$ cat config.mk
export PLATFORM = sky130hd
export DESIGN_NAME = flat_vector_packer_flat
export DESIGN_NICKNAME = d
export VERILOG_FILES = /design/src/rtl/fuzz_stream_pkg.sv /design/src/rtl/flat_vector_packer_if.sv /design/src/rtl/vec_out_reg.sv /design/src/rtl/flat_vector_packer.sv /design/src/flat_wrapper.sv
export SDC_FILE = /design/constraint.sdc
export NUM_CORES = 1
export LEC_CHECK = 0
export CELL_PAD_IN_SITES_DETAIL_PLACEMENT = 1
export CELL_PAD_IN_SITES_GLOBAL_PLACEMENT = 2
export CORE_ASPECT_RATIO = 2
export CORE_MARGIN = 2
export CORE_UTILIZATION = 33
export DETAILED_ROUTE_END_ITERATION = 6
export GPL_TIMING_DRIVEN = 0
export PLACE_DENSITY_LB_ADDON = 0.1
export SLEW_MARGIN = 40
export SYNTH_ARGS = -nofsm -noshare
export SYNTH_HDL_FRONTEND = slang
export SYNTH_SLANG_ARGS = --single-unit
$ cat constraint.sdc
create_clock -name clk -period 3.7 [get_ports clk]
set_input_delay 0.74 -clock clk [delete_from_list [all_inputs] [get_ports clk]]
set_output_delay 0.74 -clock clk [all_outputs]
set_load 0.005 [all_outputs]
$ cat src/rtl/fuzz_stream_pkg.sv
// Shared definitions for the fuzz-harness stream packers.
// Contents:
//   DEF_BYTE_W / DEF_CNT_W  default stream-word and counter widths
//   calc_nbytes()           stream words needed to cover a flat vector
//   pack_state_e            packer phase: FILL (collecting) / LOAD (next byte completes a vector)
package fuzz_stream_pkg;

  localparam int DEF_BYTE_W = 8;
  localparam int DEF_CNT_W  = 16;

  function automatic int calc_nbytes(input int flat_w, input int byte_w);
    return (flat_w + byte_w - 1) / byte_w;
  endfunction

  typedef enum logic {
    FILL = 1'b0,
    LOAD = 1'b1
  } pack_state_e;

endpackage

$ cat src/rtl/flat_vector_packer_if.sv
// Byte-stream in / flat-vector out bundle for flat_vector_packer.
//   master : fuzz driver / consumer side (drives bytes and vec_ready)
//   slave  : the packer
// Signals:
//   byte_in, byte_valid, byte_ready   input byte stream handshake
//   vec_out, vec_valid, vec_ready     assembled vector handshake
//   vec_count                         vectors handed off (saturating)
interface flat_vector_packer_if #(
  parameter int BYTE_W = 8,
  parameter int FLAT_W = 12,
  parameter int CNT_W  = 16
);
  logic [BYTE_W-1:0] byte_in;
  logic              byte_valid;
  logic              byte_ready;
  logic [FLAT_W-1:0] vec_out;
  logic              vec_valid;
  logic              vec_ready;
  logic [CNT_W-1:0]  vec_count;

  modport master (
    output byte_in, byte_valid, vec_ready,
    input  byte_ready, vec_out, vec_valid, vec_count
  );

  modport slave (
    input  byte_in, byte_valid, vec_ready,
    output byte_ready, vec_out, vec_valid, vec_count
  );
endinterface

$ cat src/rtl/vec_out_reg.sv
// Single-entry valid/ready output register.
// A new word may load in the same cycle the current one drains, so a
// producer that watches 'free' sustains one word per cycle.
// Ports:
//   clk, rst   clock, synchronous active-high reset
//   load, din  write din into the slot (only when free=1)
//   ready      consumer accepts dout this cycle
//   dout/valid registered output word and its valid
//   free       slot empty or draining this cycle
module vec_out_reg #(
  parameter int W = 12
) (
  input  logic         clk,
  input  logic         rst,
  input  logic         load,
  input  logic [W-1:0] din,
  input  logic         ready,
  output logic [W-1:0] dout,
  output logic         valid,
  output logic         free
);

  assign free = !valid || ready;

  always_ff @(posedge clk) begin
    if (rst) begin
      valid <= 1'b0;
      dout  <= '0;
    end else if (load) begin
      valid <= 1'b1;
      dout  <= din;
    end else if (ready) begin
      valid <= 1'b0;
    end
  end

endmodule

$ cat src/rtl/flat_vector_packer.sv
// Packs an MSB-first byte stream into FLAT_W-bit vectors for a flattened
// wrapper's in_flat port.  b0 lands in the most significant position; the
// unused low bits of the final byte are dropped.
// Optional feature: PAD_FLUSH_EN adds a 'flush' input that emits a partial
// vector zero-padded in the low bytes.
// Ports:
//   clk, rst   clock, synchronous active-high reset
//   flush      (PAD_FLUSH_EN only) emit the partial vector now
//   bus        flat_vector_packer_if.slave: byte stream in, vector out, count
module flat_vector_packer
  import fuzz_stream_pkg::*;
#(
  parameter int FLAT_W = 12,
  parameter int BYTE_W = DEF_BYTE_W,
  parameter int CNT_W  = DEF_CNT_W
) (
  input  logic clk,
  input  logic rst,
`ifdef PAD_FLUSH_EN
  input  logic flush,
`endif
  flat_vector_packer_if.slave bus
);

  localparam int NBYTES = calc_nbytes(FLAT_W, BYTE_W);
  localparam int WORD_W = NBYTES * BYTE_W;
  localparam int IDX_W  = (NBYTES > 1) ? $clog2(NBYTES) : 1;
  localparam logic [IDX_W-1:0] LAST_IDX = IDX_W'(NBYTES - 1);
  localparam logic [IDX_W:0]   NB_CNT   = (IDX_W+1)'(NBYTES);

  logic [IDX_W-1:0]  idx_q, idx_d;
  logic [WORD_W-1:0] acc_q, acc_d;
  pack_state_e       phase;

  logic              slot_free;
  logic              byte_ready, byte_xfer;
  logic              load, load_full, flush_emit;
  logic [WORD_W-1:0] acc_in, word;
  logic [IDX_W:0]    held, pad_cnt;
  logic [FLAT_W-1:0] vec_d, vec_q;
  logic              vec_valid;
  logic [CNT_W-1:0]  cnt_q;

  // State register: byte index and shift accumulator.
  always_ff @(posedge clk) begin
    if (rst) begin
      idx_q <= '0;
      acc_q <= '0;
    end else begin
      idx_q <= idx_d;
      acc_q <= acc_d;
    end
  end

  // Output / datapath comb: handshake and the word to load.
  always_comb begin
    phase      = (idx_q == LAST_IDX) ? LOAD : FILL;
    byte_ready = !rst && (phase == FILL || slot_free);
    byte_xfer  = bus.byte_valid && byte_ready;
    acc_in     = byte_xfer ? ((acc_q << BYTE_W) | WORD_W'(bus.byte_in)) : acc_q;
    held       = {1'b0, idx_q} + (IDX_W+1)'(byte_xfer);
    load_full  = byte_xfer && (phase == LOAD);
`ifdef PAD_FLUSH_EN
    // Only a non-empty partial vector can be flushed, and only into a free slot.
    flush_emit = flush && (idx_q != '0) && slot_free;
`else
    flush_emit = 1'b0;
`endif
    load       = load_full || flush_emit;
    // Bytes still missing become zero padding below the received ones.
    pad_cnt    = NB_CNT - held;
    word       = acc_in << (int'(pad_cnt) * BYTE_W);
    vec_d      = FLAT_W'(word >> (WORD_W - FLAT_W));
  end

  // Next-state comb.
  always_comb begin
    idx_d = idx_q;
    acc_d = acc_q;
    if (load) begin
      idx_d = '0;
      acc_d = '0;
    end else if (byte_xfer) begin
      idx_d = idx_q + IDX_W'(1);
      acc_d = acc_in;
    end
  end

  vec_out_reg #(.W(FLAT_W)) u_vec_out_reg (
    .clk   (clk),
    .rst   (rst),
    .load  (load),
    .din   (vec_d),
    .ready (bus.vec_ready),
    .dout  (vec_q),
    .valid (vec_valid),
    .free  (slot_free)
  );

  // Handoff counter, saturating at all-ones.
  always_ff @(posedge clk) begin
    if (rst)
      cnt_q <= '0;
    else if (vec_valid && bus.vec_ready && cnt_q != '1)
      cnt_q <= cnt_q + CNT_W'(1);
  end

  assign bus.byte_ready = byte_ready;
  assign bus.vec_out    = vec_q;
  assign bus.vec_valid  = vec_valid;
  assign bus.vec_count  = cnt_q;

endmodule

$ cat src/flat_wrapper.sv
// flat-port wrapper written by rule: the top's interface ports become plain ports
module flat_vector_packer_flat import fuzz_stream_pkg::*;
#(
  parameter int FLAT_W = 12,
  parameter int BYTE_W = DEF_BYTE_W,
  parameter int CNT_W  = DEF_CNT_W
)
  (clk, rst, bus_byte_in, bus_byte_valid, bus_vec_ready, bus_byte_ready, bus_vec_out, bus_vec_valid, bus_vec_count);
  flat_vector_packer_if #(.BYTE_W(BYTE_W), .FLAT_W(FLAT_W), .CNT_W(CNT_W)) bus_i ();
  input  logic clk;
  input  logic rst;
  input wire logic [$bits(bus_i.byte_in)-1:0] bus_byte_in;
  input wire logic [$bits(bus_i.byte_valid)-1:0] bus_byte_valid;
  input wire logic [$bits(bus_i.vec_ready)-1:0] bus_vec_ready;
  output wire logic [$bits(bus_i.byte_ready)-1:0] bus_byte_ready;
  output wire logic [$bits(bus_i.vec_out)-1:0] bus_vec_out;
  output wire logic [$bits(bus_i.vec_valid)-1:0] bus_vec_valid;
  output wire logic [$bits(bus_i.vec_count)-1:0] bus_vec_count;
  assign bus_i.byte_in = bus_byte_in;
  assign bus_i.byte_valid = bus_byte_valid;
  assign bus_i.vec_ready = bus_vec_ready;
  assign bus_byte_ready = bus_i.byte_ready;
  assign bus_vec_out = bus_i.vec_out;
  assign bus_vec_valid = bus_i.vec_valid;
  assign bus_vec_count = bus_i.vec_count;
  flat_vector_packer #(.FLAT_W(FLAT_W), .BYTE_W(BYTE_W), .CNT_W(CNT_W)) u_core (.clk(clk), .rst(rst), .bus(bus_i));
endmodule
* Word level (Yosys, flattened, before mapping)
Cells that the tools add are included. W data, S select, Z words.
Cells by class: bitwise operators 2, add/sub/neg operators 4, reduce and logical (&&, ||, !) cells 11, multiplexer cells 4, equal/unequal tests 1, shift operators 1
Operators with widths (number):
- $add A16 B1 Y16 const B | 1
- $mux W16 | 1
- $ne A16 B16 Y1 const B | 1
- $or A16 B8 Y16 | 1
- $shl A16 B5 Y16 | 1
- $logic_and A1 B1 Y1 | 5
- $mux W1 | 3
- $add A1 B1 Y2 | 1
- $logic_not A1 Y1 | 2
- $logic_or A1 B1 Y1 | 2
- $reduce_bool A2 Y1 | 1
- $reduce_or A2 Y1 | 1
- $sub A2 B2 Y2 const A | 1
- $add A1 B1 Y1 const B | 1
- $not A1 Y1 | 1
Word-level totals: output and inout port bits 30, register bits after elaboration 46, logic and storage cells 28, input port bits 12

* Depth between registers and ports, before layout
Gate-level depths: netlist of the first run.
depth after elaboration 8, depth in mapped cells 10, mapped depth without buffers 7

* By module
A second synthesis of the first run with hierarchy kept.
Unflattened totals: cell total of the unflattened synthesis 259, area total of the unflattened synthesis 2195.9 sq um
By module, submodules not included:
- flat_vector_packer | area each 1719.1 sq um, cells each 216, times used 1
- vec_out_reg | area each 476.7 sq um, cells each 43, times used 1

* Least setup slack after synthesis of the first run
OpenSTA, ideal clock, no wires.
path type input -> register, from input port bus_vec_ready, to register u_core.acc_q[0], data required time 3.572 ns, path buffers 4, cell stages on the path 10, setup time 0.128 ns, slack 1.038 ns, arrival 2.534 ns, cells stage by stage and3b_1 > or3b_1 > buf_2 > buf_6 > inv_1 > ha_1 > or2_2 > buf_1 > clkbuf_1 > nor2_1
On the way: word-level cells in the longest chain between the ends 6
RTL lines:
- start, declared | line flat_wrapper.sv:14 | input wire logic [$bits(bus_i.vec_ready)-1:0] bus_vec_ready;
- $logic_or A1 B1 Y1 | line vec_out_reg.sv:23 | assign free = !valid || ready;
- $logic_or A1 B1 Y1 | line flat_vector_packer.sv:58 | byte_ready = !rst && (phase == FILL || slot_free);
- $logic_and A1 B1 Y1 | line flat_vector_packer.sv:58
- $logic_and A1 B1 Y1 | line flat_vector_packer.sv:59 | byte_xfer = bus.byte_valid && byte_ready;
- $logic_and A1 B1 Y1 | line flat_vector_packer.sv:62 | load_full = byte_xfer && (phase == LOAD);
- net u_core.load | line flat_vector_packer.sv:37 | logic load, load_full, flush_emit;
- $reduce_or A2 Y1 (no line)
- end signal, assigned | line flat_vector_packer.sv:48 | acc_q <= '0;
- end signal, assigned | line flat_vector_packer.sv:51 | acc_q <= acc_d;
- end, declared | line flat_vector_packer.sv:32 | logic [WORD_W-1:0] acc_q, acc_d;
The timed path passes the listed nets, and every way through them passes these cells. A chain may end at the register's enable or synchronous reset.

* Final worst setup path of the first run
from input port bus_vec_ready, to register u_core.acc_q[1]
The elaborated chain is that of the path after synthesis.

==> results of run 1 <==
## worst min-delay path by stage
stage	end	depth (start not counted)	slack [ps]	startpoint
6_report	u_core.u_vec_out_reg.dout[0]	2	460	u_core.u_vec_out_reg.dout[0]
3_5_place_dp	u_core.u_vec_out_reg.dout[0]	2	450	u_core.u_vec_out_reg.dout[0]
5_1_grt	u_core.u_vec_out_reg.dout[7]	2	500	u_core.u_vec_out_reg.dout[7]
2_1_floorplan	u_core.u_vec_out_reg.dout[0]	2	450	u_core.u_vec_out_reg.dout[0]
4_1_cts	u_core.u_vec_out_reg.dout[0]	2	460	u_core.u_vec_out_reg.dout[0]
3_3_place_gp	u_core.u_vec_out_reg.dout[1]	2	440	u_core.u_vec_out_reg.dout[1]
## layout by cell type (no fill, tap or decap), types with 4 or more instances in the layout
master	n
nand3_1	4
mux2i_1	17
inv_1	6
nor2_1	29
dfxtp_1	46
o21ai_0	8
a21oi_1	10
nand2_1	17
clkbuf_16	5
clkdlybuf4s50_1	41
or3_1	4
o221ai_1	8
## state kept, by name (all words and copies together), names as in the netlist
signal and flops:
u_core.acc_q 16, u_core.bus.vec_count 16, u_core.idx_q 1, u_core.u_vec_out_reg.valid 1
u_core.u_vec_out_reg.dout 12
## power groups by stage
stage                     Sequential, mW  Combinational, mW  Clock, mW
after CTS                          0.507             0.0659      0.517
after detailed placement           0.518             0.0654          0
after floorplan                    0.517             0.0367          0
after global placement             0.518             0.0646          0
after global routing               0.507             0.0713      0.534
final                              0.507             0.0638      0.504
## metrics by stage
stage          worst slack [ps]    util  TNS, ps  cell area [µm²]
6_report                  354.4  0.4567        0             2608
5_1_grt                   92.08  0.4567        0             2608
4_1_cts                   105.7  0.4565        0             2606
3_5_place_dp             -185.3  0.4274    -1741             2440
3_3_place_gp             -185.5  0.4274    -1818             2440
2_1_floorplan              1038       -        0             1953
## cell families (layout without fill, tap and decap cells)
group           count (synthesis)  count (layout)  synth area share
compound gates                 36              36            0.1236
xor+xnor                        2               2          0.008970
fa+ha+maj                       3               3           0.01922
buf+inv                        14              63           0.03907
flops                          46              46            0.4715
mux                            20              20            0.1044
simple gates                   81              81            0.2332
## worst max-delay path, delay by kind of cell
family / cells / cell delay [ps]
adder cells (fa/ha/maj): 1 / 230
AND/OR/NAND/NOR: 4 / 780
buffers and inverters: 6 / 1750
## repair_timing
item,4_1_cts,5_1_grt
buffers inserted,0,0
endpoints found under the setup margin,0,10
hold endpoints to repair,0,0
resized for setup,0,2
## synth_stat cells, types with 2 or more instances
library cell and count:
a211oi_1 2, a21oi_1 10, buf_6 3, clkbuf_1 3, dfxtp_1 46, ha_1 3
inv_1 6, mux2_2 2, mux2i_1 17, nand2_1 17, nand2b_1 2, nand3_1 4
nand4_1 3, nor2_1 29, nor2b_1 3, nor4_1 2, o21ai_0 8, o221ai_1 8
o31ai_1 3, or3_1 4, or4_1 2
## cell type report
type | instances | area share
Buffer | 8 | 0.02111
Clock buffer | 6 | 0.04942
Clock inverter | 2 | 0.01440
Inverter | 6 | 0.008637
Multi-Input combinational cell | 142 | 0.3666
Sequential cell | 46 | 0.3532
Tap cell | 61 | 0.02927
Timing Repair Buffer | 41 | 0.1574
## per-layer routing
layer / vias to the layer above / GRT usage / routed length, µm
li1: 824 / - / -
met4: 0 / 0.06047 / 63
met2: 25 / 0.3393 / 3123
met5: - / 0 / 0
met3: 5 / 0.02400 / 100
met1: 831 / 0.1561 / 1778
==> results.sh, run 1 <==
export IMPL_status="complete, no violations"
export IMPL_rsz0062_at_grt="no"
export IMPL_async_flop_share=0
export IMPL_power_total_mw=1.074
export IMPL_clkPwrFrac=0.469
export IMPL_cts_buffers_inserted=5
export IMPL_cts_root_buf="clkbuf_16"
export IMPL_pwr_share_seq=0.472
export IMPL_fillCellCount=641
export IMPL_antenna_cells=0
export IMPL_combPwrFrac=0.059
export IMPL_syn_inst=202
export IMPL_synth_area_per_cell_um2=9.669
export IMPL_io_pins=42
export IMPL_avgRoutedWirePerCell_um=16.24
export IMPL_cts_htree_levels=2
export IMPL_yosysTopAreaCell="dfxtp_1"
export IMPL_ys_types=46
export IMPL_hold_class="flip-flop to flip-flop"
export IMPL_dp_cells=304
export IMPL_crit_start="bus_vec_ready"
export IMPL_slew_viol_final=0
export IMPL_start_util=0.3421
export IMPL_endpoint="u_core.acc_q[1]"
export IMPL_swShare=0.2070
export IMPL_worst_pin_slew_ps=661.1
export IMPL_cp_slowest_stage_delay_ps=580
export IMPL_ant_nets=0
export IMPL_regArea_um2=920.9
export IMPL_finalNonFillerCells=312
export IMPL_period_share=0.9042
export IMPL_nNetsFinal=265
export IMPL_timing_rr_end="u_core.acc_q[1]"
export IMPL_num_rows=39
export IMPL_fin_skew_ps=4.113
export IMPL_layout_drive_gt1_share=0.09163
export IMPL_grt_max_degree=15
export IMPL_yosys_warnings=0
export IMPL_worst_setup_path_type="input pin to flip-flop"
export IMPL_grt_ovfl_total=0
export IMPL_grtUsageTotal=0.1672
export IMPL_clk_latency_ps=280
export IMPL_yosysSeqAreaShare=0.4715
export IMPL_grt_pass1_vias=1736
export IMPL_critPathLaunchType="input pin"
export IMPL_synth_edff_count=0
export IMPL_area_delta_synth_final_pct=33.50
export IMPL_cts_hold_buf=0
export IMPL_via_per_inst=5.401
export IMPL_path_cells="clkdlybuf4s50_1, and3b_1, or3b_1, buf_2, buf_6, inv_1, ha_1, or2_2, buf_1, clkbuf_2, nor2_1"
export IMPL_dr_total_vias=1685
export IMPL_timing_final_crit_period_ps=3346
export IMPL_drt_iter0_markers=37
export IMPL_hold_viol=0
export IMPL_maxCapViolations=0
export IMPL_die_y_um=112.8
export IMPL_coreArea_um2=5709
export IMPL_ys_flop_type="dfxtp_1"
export IMPL_synth_seq_cells=46
export IMPL_power_density_nw_per_um2=412.0
export IMPL_critPathRequiredTime_ps=3870
export IMPL_slowest_stage="clkdlybuf4s50_1"
export IMPL_antenna_found_initial=0
export IMPL_slew_headroom=0.5523
export IMPL_die_area_um2=6588
export IMPL_max_freq_mhz=298.9
export IMPL_grt_first_pass_wirelength_um=8466
export IMPL_cts_sinks=46
export IMPL_multi_input_area_um2=955.9
export IMPL_end_kind="flip-flop"
export IMPL_synth_top_area_frac=0.4715
export IMPL_clock_path_buffers=2
export IMPL_p_leak_nw=1.018
export IMPL_wirelength_um=5066
export IMPL_drc_errors=0
export IMPL_max_vdd_ir_drop_v=0.0003256
export IMPL_place_hpwl_um=3916
export IMPL_dieWidth_um=58.40
export IMPL_setup_violations=0
export IMPL_routabilityCongestion=0.7434
export IMPL_r2r_slack_ps=1010
export IMPL_first_pass_iters=2
export IMPL_r2r_start="u_core.u_vec_out_reg.valid"
export IMPL_syn_nets=217
export IMPL_syn_area_um2=1953
export IMPL_intPower_mw=0.8518
export IMPL_port_buffers=41
export IMPL_synth_area_leaders="dfxtp_1 47%, mux2i_1 8.7%, nor2_1 5.6%, o221ai_1 3.6%, nand2_1 3.3%"
export IMPL_cp_max_fo=10
export IMPL_reg2reg_depth=10
export IMPL_cts_tree="done"
export IMPL_cp_arrival_ps=3510
export IMPL_hold_worst_slack_ps=456.6
export IMPL_path_clk_slew_ps=60
export IMPL_p_sw_mw=0.2224
Power figures use the tool's default switching activity.
==> inputs of run 2 (changes only) <==
--- a/config.mk
+++ b/config.mk
@@ -11,8 +11,8 @@
 export CORE_MARGIN = 2
 export CORE_UTILIZATION = 33
 export DETAILED_ROUTE_END_ITERATION = 6
-export GPL_TIMING_DRIVEN = 0
-export PLACE_DENSITY_LB_ADDON = 0.1
+export PLACE_DENSITY = 0.84
+export RECOVER_POWER = 50
 export SLEW_MARGIN = 40
 export SYNTH_ARGS = -nofsm -noshare
 export SYNTH_HDL_FRONTEND = slang
==> results.sh, run 2 (synthesized netlist as in run 1, its figures left out) <==
export IMPL_dpl_worst_slack_ps=440.4
export IMPL_drc_errors=0
export IMPL_setup_tns_ps=0
export IMPL_setup_ws_ps=708.0
export IMPL_maxCapViolations=0
export IMPL_finalNonFillerCells=306
export IMPL_clock_path_buffers=2
export IMPL_mostFrequentLayoutCells="46 x dfxtp_1, 30 x dlygate4sd3_1, 28 x nor2_1"
export IMPL_cp_max_fo=12
export IMPL_final_common_cell="dfxtp_1"
export IMPL_cts_htree_levels=2
export IMPL_holdPathEnd="u_core.u_vec_out_reg.dout[2]"
export IMPL_via_per_inst=5.373
export IMPL_critPathLaunchType="input pin"
export IMPL_cts_root_buf="clkbuf_16"
export IMPL_grtUsageTotal=0.1580
export IMPL_fin_util=0.4447
export IMPL_coreArea_um2=5709
export IMPL_dieWidth_um=58.40
export IMPL_p_leak_nw=1.076
export IMPL_critPathRequiredTime_ps=3900
export IMPL_cts_hold_buf=0
export IMPL_first_pass_iters=4
export IMPL_timing_rr_end="u_core.bus.vec_count[0]"
export IMPL_wirelength_um=4759
export IMPL_antenna_cells=0
export IMPL_avgRoutedWirePerCell_um=15.55
export IMPL_postPlaceCellArea_um2=2404
export IMPL_hold_class="flip-flop to flip-flop"
export IMPL_layout_drive_gt1_share=0.08163
export IMPL_nNetsFinal=259
export IMPL_area_delta_synth_final_pct=29.98
export IMPL_slew_headroom=0.3244
export IMPL_rsz0062_at_grt="no"
export IMPL_grt_pass1_vias=1702
export IMPL_grt_ovfl_total=0
export IMPL_die_area_um2=6588
export IMPL_antenna_found_initial=0
export IMPL_setup_violations=0
export IMPL_status="complete, no violations"
export IMPL_num_rows=39
export IMPL_r2r_slack_ps=1350
export IMPL_slew_viol_final=0
export IMPL_hold_worst_slack_ps=460.1
export IMPL_grt_max_degree=26
export IMPL_holdPathStages=2
export IMPL_power_density_nw_per_um2=420.6
export IMPL_max_vdd_ir_drop_v=0.0003386
export IMPL_cp_arrival_ps=3200
export IMPL_cts_tree="done"
export IMPL_hold_viol=0
export IMPL_max_freq_mhz=334.2
export IMPL_ant_nets=0
export IMPL_reg2reg_depth=4
export IMPL_drt_iter0_markers=23
export IMPL_timing_final_crit_period_ps=2992
export IMPL_start_util=0.3421
export IMPL_power_total_mw=1.068
export IMPL_dp_cells=298
export IMPL_dr_total_vias=1644
export IMPL_clk_latency_ps=290
export IMPL_grt_first_pass_wirelength_um=7928
export IMPL_cts_sinks=46
export IMPL_fin_skew_ps=1.680
export IMPL_cts_setup_buffers=0
export IMPL_io_pins=42
export IMPL_worst_pin_slew_ps=1004
export IMPL_post_cts_resized=0
export IMPL_hold_start="u_core.u_vec_out_reg.dout[2]"
export IMPL_period_share=0.8086
export IMPL_design_area_um2=2539
export IMPL_die_y_um=112.8
export IMPL_cts_buffers_inserted=5
export IMPL_path_clk_slew_ps=60
export IMPL_routabilityCongestion=0.6909
export IMPL_r2r_start="u_core.bus.vec_count[2]"
export IMPL_end_kind="flip-flop"
export IMPL_port_buffers=41
export IMPL_worst_setup_path_type="input pin to flip-flop"
export IMPL_place_hpwl_um=3584
run 2: changes by cell type in the layout (fill, tap and decap cells not counted), moves of 2 or more:
cell	before	now
clkdlybuf4s50_1	41	11
dlygate4sd3_1	0	30
buf_6	3	0
clkbuf_1	3	0
buf_4	0	2
clkinv_2	0	2
run 2: worst max-delay path by stage:
stage | startpoint | endpoint | slack [ps] | cells past startpoint
2_1_floorplan | bus_vec_ready | u_core.acc_q[0] | 1040 | 10
3_3_place_gp | bus_vec_ready | u_core.u_vec_out_reg.dout[10] | 530 | 6
3_5_place_dp | bus_vec_ready | u_core.u_vec_out_reg.dout[7] | 440 | 6
4_1_cts | bus_vec_ready | u_core.u_vec_out_reg.dout[6] | 740 | 6
5_1_grt | bus_vec_ready | u_core.u_vec_out_reg.dout[7] | 530 | 7
6_report | bus_vec_ready | u_core.u_vec_out_reg.dout[10] | 710 | 6
run 2: metal layers:
metal	up-vias	GRT usage	part of all wire
met5	-	0	0
met1	787	0.1550	0.37
met4	0	0.06512	0.016
met2	34	0.2974	0.57
met3	6	0.04000	0.042
li1	817	-	-
run 2: area by class of cell:
class / count / area [µm²]
Clock buffer: 5 / 125.1
Clock inverter: 3 / 40.04
Fill cell: 650 / 3171
Inverter: 6 / 22.52
Multi-Input combinational cell: 142 / 928.4
Sequential cell: 46 / 920.9
Tap cell: 61 / 76.32
Timing Repair Buffer: 43 / 425.4
run 2: critical path, stage by stage:
cell and delay [ps]:
dlygate4sd3_1 630, and3b_1 220, or3b_1 500, ha_1 340, nand3b_1 450, o221ai_1 310
run 2: report_power, final:
part           internal [mW]  switching, mW
Sequential             0.503        0.00408
Clock                  0.316          0.187
Combinational         0.0268         0.0310
Total                  0.846          0.222
